`src/rtl/accum_stream_packer_if.sv`:
```
// Handshake bundle between a group producer and the accumulator stream.
// Carries the parallel group inputs and the serialized 25-bit stream.
interface accum_stream_packer_if #(
  parameter int DATA_W = 24
);
  logic              in_valid;
  logic              in_ready;
  logic [2:0]        in_count;
  logic [DATA_W-1:0] in_data1;
  logic [DATA_W-1:0] in_data2;
  logic [DATA_W-1:0] in_data3;
  logic [DATA_W-1:0] in_data4;
  logic [DATA_W:0]   out_data;
  logic              out_valid;
  logic              out_ready;

  modport master (
    output in_valid,
    output in_count,
    output in_data1,
    output in_data2,
    output in_data3,
    output in_data4,
    output out_ready,
    input  in_ready,
    input  out_data,
    input  out_valid
  );

  modport slave (
    input  in_valid,
    input  in_count,
    input  in_data1,
    input  in_data2,
    input  in_data3,
    input  in_data4,
    input  out_ready,
    output in_ready,
    output out_data,
    output out_valid
  );
endinterface

```
`src/rtl/accum_stream_packer.sv`:
```
// Packs a group of up to 4 partial sums into a {last,payload} word stream.
// Optional macro PACK_SKIP_ZERO_EN drops zero-valued elements at accept.
module accum_stream_packer #(
  parameter int DATA_W     = 24,
  parameter int GAP_CYCLES = 0
) (
  input  logic       clock,
  input  logic       reset,
  accum_stream_packer_if.slave bus,
  output logic       busy,
  output logic [3:0] group_cnt
);

  typedef enum logic [1:0] {
    IDLE,
    SEND,
    GAP
  } state_t;

  localparam logic [3:0] GAP_L = 4'(GAP_CYCLES);

  state_t state_q;
  state_t state_d;

  logic [DATA_W-1:0] hold_q [4];
  logic [DATA_W-1:0] hold_d [4];
  logic [3:0]        mask_q;
  logic [3:0]        mask_d;
  logic [3:0]        gap_q;
  logic [3:0]        gap_d;
  logic [3:0]        cnt_q;
  logic [3:0]        cnt_d;
  logic [DATA_W:0]   word_q;
  logic [DATA_W:0]   word_d;

  logic [2:0]        cnt_clamp;
  logic [3:0]        in_mask;
  logic [1:0]        idx_q;
  logic [1:0]        idx_d;

  function automatic logic [1:0] low_idx(
    input logic [3:0] m
  );
    logic [1:0] r;
    priority case (1'b1)
      m[0]:    r = 2'd0;
      m[1]:    r = 2'd1;
      m[2]:    r = 2'd2;
      default: r = 2'd3;
    endcase
    return r;
  endfunction

  // Single remaining bit means the current word closes the group.
  function automatic logic is_last(
    input logic [3:0] m
  );
    return (m != 4'd0) &&
           ((m & (m - 4'd1)) == 4'd0);
  endfunction

  always_comb begin
    cnt_clamp = bus.in_count;
    if (bus.in_count > 3'd4) begin
      cnt_clamp = 3'd4;
    end
  end

  always_comb begin
    in_mask = 4'b1111 >> (3'd4 - cnt_clamp);
`ifdef PACK_SKIP_ZERO_EN
    if (bus.in_data1 == '0) in_mask[0] = 1'b0;
    if (bus.in_data2 == '0) in_mask[1] = 1'b0;
    if (bus.in_data3 == '0) in_mask[2] = 1'b0;
    if (bus.in_data4 == '0) in_mask[3] = 1'b0;
`else
    in_mask = in_mask;
`endif
  end

  always_comb begin
    idx_q = low_idx(mask_q);
  end

  always_comb begin
    state_d = state_q;
    mask_d  = mask_q;
    gap_d   = gap_q;
    cnt_d   = cnt_q;
    hold_d  = hold_q;
    unique case (state_q)
      IDLE: begin
        if (bus.in_valid) begin
          state_d   = SEND;
          mask_d    = in_mask;
          hold_d[0] = bus.in_data1;
          hold_d[1] = bus.in_data2;
          hold_d[2] = bus.in_data3;
          hold_d[3] = bus.in_data4;
        end
      end
      SEND: begin
        if (bus.out_ready) begin
          if (mask_q == 4'd0 ||
              is_last(mask_q)) begin
            cnt_d  = cnt_q + 4'd1;
            mask_d = '0;
            if (GAP_L != 4'd0) begin
              state_d = GAP;
              gap_d   = GAP_L;
            end else begin
              state_d = IDLE;
            end
          end else begin
            mask_d = mask_q &
                     ~(4'b0001 << idx_q);
          end
        end
      end
      GAP: begin
        if (gap_q <= 4'd1) begin
          state_d = IDLE;
          gap_d   = '0;
        end else begin
          gap_d = gap_q - 4'd1;
        end
      end
      default: begin
        state_d = IDLE;
      end
    endcase
  end

  // Next stream word is built ahead so out_data comes straight from a flop.
  always_comb begin
    idx_d  = low_idx(mask_d);
    word_d = '0;
    if (state_d == SEND &&
        mask_d != 4'd0) begin
      word_d = {is_last(mask_d),
                hold_d[idx_d]};
    end
  end

  always_ff @(posedge clock or negedge reset) begin
    if (!reset) begin
      state_q <= IDLE;
      mask_q  <= '0;
      gap_q   <= '0;
      cnt_q   <= '0;
      word_q  <= '0;
      for (int i = 0; i < 4; i++) begin
        hold_q[i] <= '0;
      end
    end else begin
      state_q <= state_d;
      mask_q  <= mask_d;
      gap_q   <= gap_d;
      cnt_q   <= cnt_d;
      word_q  <= word_d;
      for (int i = 0; i < 4; i++) begin
        hold_q[i] <= hold_d[i];
      end
    end
  end

  assign bus.in_ready  = (state_q == IDLE);
  assign bus.out_valid = (state_q == SEND);
  assign bus.out_data  = word_q;
  assign busy          = (state_q != IDLE);
  assign group_cnt     = cnt_q;

endmodule

```
`src/flat_wrapper.sv`:
```
// flat-port wrapper written by rule: the top's interface ports become plain ports
module accum_stream_packer_flat 
#(
  parameter int DATA_W     = 24,
  parameter int GAP_CYCLES = 0
)
  (clock, reset, busy, group_cnt, bus_in_valid, bus_in_count, bus_in_data1, bus_in_data2, bus_in_data3, bus_in_data4, bus_out_ready, bus_in_ready, bus_out_data, bus_out_valid);
  accum_stream_packer_if #(.DATA_W(DATA_W)) bus_i ();
  input  logic clock;
  input  logic reset;
  output logic busy;
  output logic [3:0] group_cnt;
  input wire logic [$bits(bus_i.in_valid)-1:0] bus_in_valid;
  input wire logic [$bits(bus_i.in_count)-1:0] bus_in_count;
  input wire logic [$bits(bus_i.in_data1)-1:0] bus_in_data1;
  input wire logic [$bits(bus_i.in_data2)-1:0] bus_in_data2;
  input wire logic [$bits(bus_i.in_data3)-1:0] bus_in_data3;
  input wire logic [$bits(bus_i.in_data4)-1:0] bus_in_data4;
  input wire logic [$bits(bus_i.out_ready)-1:0] bus_out_ready;
  output wire logic [$bits(bus_i.in_ready)-1:0] bus_in_ready;
  output wire logic [$bits(bus_i.out_data)-1:0] bus_out_data;
  output wire logic [$bits(bus_i.out_valid)-1:0] bus_out_valid;
  assign bus_i.in_valid = bus_in_valid;
  assign bus_i.in_count = bus_in_count;
  assign bus_i.in_data1 = bus_in_data1;
  assign bus_i.in_data2 = bus_in_data2;
  assign bus_i.in_data3 = bus_in_data3;
  assign bus_i.in_data4 = bus_in_data4;
  assign bus_i.out_ready = bus_out_ready;
  assign bus_in_ready = bus_i.in_ready;
  assign bus_out_data = bus_i.out_data;
  assign bus_out_valid = bus_i.out_valid;
  accum_stream_packer #(.DATA_W(DATA_W), .GAP_CYCLES(GAP_CYCLES)) u_core (.clock(clock), .reset(reset), .bus(bus_i), .busy(busy), .group_cnt(group_cnt));
endmodule
```
`config.mk`:
```
export PLATFORM = sky130hd
export DESIGN_NAME = accum_stream_packer_flat
export DESIGN_NICKNAME = d
export VERILOG_FILES = /design/src/rtl/accum_stream_packer_if.sv /design/src/rtl/accum_stream_packer.sv /design/src/flat_wrapper.sv
export SDC_FILE = /design/constraint.sdc
export NUM_CORES = 1
export LEC_CHECK = 0
export ABC_AREA = 1
export ABC_CLOCK_PERIOD_IN_PS = 4200
export CAP_MARGIN = 20
export CORE_MARGIN = 2
export CORE_UTILIZATION = 55
export CTS_CLUSTER_SIZE = 20
export DETAILED_ROUTE_END_ITERATION = 8
export PLACE_DENSITY = 0.85
export SYNTH_ARGS = -nofsm -noshare
export SYNTH_HDL_FRONTEND = slang
export SYNTH_SLANG_ARGS = --single-unit
export TNS_END_PERCENT = 10
```
`constraint.sdc`:
```
create_clock -name clock -period 4.2 [get_ports clock]
set_input_delay 1.05 -clock clock [delete_from_list [all_inputs] [get_ports clock]]
set_output_delay 1.05 -clock clock [all_outputs]
set_load 0.1 [all_outputs]
```
==> results.sh <==
export IMPL_fp_dieH_um=111.7
export IMPL_routabilityCongestion=0.8648
export IMPL_clk_pin_slew_ps=60
export IMPL_power_density_nw_per_um2=848.3
export IMPL_antenna_cells=0
export IMPL_final_period_minus_worst_setup_slack_ps=3290
export IMPL_antenna_left=0
export IMPL_rows=39
export IMPL_rrSetupSlack_ps=1570
export IMPL_critPathTopFamily="buffers and inverters"
export IMPL_whs_path_depth=1
export IMPL_worstSetupPathType="primary input to register"
export IMPL_post_cts_buffers=0
export IMPL_fin_cells=1066
export IMPL_syn2layout_area_growth_pct=31.46
export IMPL_start_util=0.5611
export IMPL_clk_latency_ps=410
export IMPL_cap_viol_max_count=0
export IMPL_ys_async_sr_fraction=1.000
export IMPL_dp_cells=1034
export IMPL_cts_resized=0
export IMPL_drt_iter0_markers=516
export IMPL_synth_top_area_cell="dfrtp_1"
export IMPL_hp_class="register to register"
export IMPL_cts_buffers=17
export IMPL_synth_fp_nets=892
export IMPL_drive_gt1_frac=0.1062
export IMPL_fmax_ghz=0.3039
export IMPL_clk_path_buf_depth=2
export IMPL_yosys_top_cells_count="nand2_1, inv_1, dfrtp_1"
export IMPL_synth_seq_cells=135
export IMPL_dr_pass1_iters=7
export IMPL_synthTopCellsByArea="dfrtp_1, nand2_1, inv_1"
export IMPL_leakage_nw=4.108
export IMPL_synth_area_per_cell_um2=8.127
export IMPL_avgRoutedWirePerCell_um=15.51
export IMPL_core_area_um2=11370
export IMPL_cp_max_fo=44
export IMPL_drv_slew=0
export IMPL_dieArea_um2=12480
export IMPL_syn_area_um2=6380
export IMPL_setup_violations=0
export IMPL_crit_buf_inv=3
export IMPL_r2r_start="u_core.state_q[1]"
export IMPL_yosysTopAreaCellShare=0.5295
export IMPL_slowest_delay_ps=590
export IMPL_crit_top_cell="nand2_1"
export IMPL_r2r_end="u_core.bus.out_data[0]"
export IMPL_clock_skew_ps=9.652
export IMPL_cp_arrival_ps=3620
export IMPL_wl_um=16530
export IMPL_final_core_util=0.7376
export IMPL_boundaryPins=135
export IMPL_synth_distinct_cells=31
export IMPL_grt_use_total=0.2753
export IMPL_status="complete, no violations"
export IMPL_fin_crit_sh=0.7833
export IMPL_synth_cells=785
export IMPL_min_from="u_core.group_cnt[3]"
export IMPL_worstRegToRegCells=9
export IMPL_synthFlopType="dfrtp_1"
export IMPL_required_ps=4530
export IMPL_yosys_warnings=0
export IMPL_grt_pass1_vias=5225
export IMPL_fp_dieW_um=111.7
export IMPL_endpoint_kind="register"
export IMPL_io_buffer_count=134
export IMPL_vias=5470
export IMPL_dp_hpwl_um=10830
export IMPL_grt_pass1_wl_um=27050
export IMPL_worstMarginPinSlew_ps=1034
export IMPL_hold_viol=0
export IMPL_antenna_found_initial=0
export IMPL_hold_end="u_core.group_cnt[3]"
export IMPL_crit_chain="clkdlybuf4s50_1 -> nand3_4 -> inv_4 -> buf_4 -> nand2_1 -> and2_1 -> o21ai_0 -> nand2_1 -> a21oi_1"
export IMPL_synth_most_common_cell="nand2_1"
export IMPL_route_detailed_drc=0
export IMPL_vdd_drop_max_mv=0.4731
export IMPL_cts_sinks=135
export IMPL_seq_area_frac_synth=0.5295
export IMPL_synth_edf_count=0
export IMPL_grt_start_max_net_pins=100
export IMPL_viasPerCell=5.131
export IMPL_rsz0062_at_grt="false"
export IMPL_gr_total_overflow=0
export IMPL_relSlewSlack=0.3083
export IMPL_slowest_stage="clkdlybuf4s50_1"
export IMPL_htree_num_levels=4
export IMPL_final_nets=1017
export IMPL_cts_root_buffer_cell="clkbuf_16"
export IMPL_holdBufCountCts=0
export IMPL_fin_setup_tns_ps=0
export IMPL_cts_tree="done"
export IMPL_start_kind="primary input"
export IMPL_whs_ps=469.6
-- worst max path at each step --
stage,to,cells after the start,from,slack (ps)
2_1_floorplan,u_core.bus.out_data[4],10,u_core.state_q[1],720
3_3_place_gp,u_core.bus.out_data[20],10,bus_in_valid,650
3_5_place_dp,u_core.bus.out_data[19],10,bus_in_valid,520
4_1_cts,u_core.bus.out_data[19],10,bus_in_valid,950
5_1_grt,u_core.bus.out_data[15],10,bus_in_valid,710
6_report,u_core.bus.out_data[0],9,bus_in_valid,910
-- cell usage in the layout, fill, tap and decap left out, types with 7 or more instances in the layout --
| cell type | synthesis | layout |
|---|---|---|
| nand2_1 | 206 | 206 |
| inv_1 | 140 | 140 |
| dfrtp_1 | 135 | 135 |
| clkdlybuf4s50_1 | 0 | 133 |
| o21ai_0 | 98 | 98 |
| or2_2 | 48 | 48 |
| a21oi_1 | 46 | 46 |
| and2_1 | 24 | 24 |
| clkbuf_16 | 0 | 17 |
| nor2_1 | 11 | 11 |
| nand3_1 | 9 | 9 |
| buf_4 | 4 | 7 |
-- area by class of cell --
class	count	area, um^2
clock buffers	24	481.7
clock inverters	8	120.1
fillers	783	2983
well taps	143	178.9
multi-input cells	471	2290
inverters	144	543.0
repair buffers	141	1395
flip-flops and latches	135	3378
-- power breakdown --
part | internal [mW] | switching, mW
sequential | 1.88 | 0.190
clock | 0.978 | 0.526
combinational | 1.05 | 2.50
-- sequential cells by signal, indices dropped and copies added, names as in the netlist --
name,cells
u_core.hold_q,96
u_core.bus.out_data,25
u_core.gap_q,4
u_core.group_cnt,4
u_core.mask_q,4
u_core.state_q,2
-- worst register-to-register path, stage by stage, from the launching register on --
cell and delay (ps):
dfrtp_1 420, inv_2 170, nand3_4 290, inv_4 340, buf_4 460, nand2_1 200, and2_1 190, o21ai_0 250
nand2_1 100, a21oi_1 140
-- cell families after synthesis --
logic type               Yosys count  share of synthesized area
adder cells (fa/ha/maj)            4                   0.007845
AND/OR/NAND/NOR                  307                     0.2187
buffers and inverters            179                     0.1116
AO/OA/AOI/OAI                    155                     0.1255
XOR/XNOR                           5                   0.006865
flip-flops                       135                     0.5295
-- per-stage QoR --
step                      setup slack, ps  cell area (um^2)  power, mW
final                               910.0              8387      7.114
after global routing                707.8              8387      7.571
after CTS                           946.0              8387      7.094
after detailed placement            521.9              7785      5.513
after global placement              645.7              7785      5.424
after floorplan                     721.7              6380      4.669
-- routing by layer --
metal | global-route usage | share of wire | up-vias
li1 | - | - | 2648
met1 | 0.4018 | 0.45 | 2583
met2 | 0.4154 | 0.47 | 216
met3 | 0.06696 | 0.068 | 23
met4 | 0.07819 | 0.017 | 0
met5 | 0 | 0 | -
Note: power is estimated with default switching activity, not from simulation.
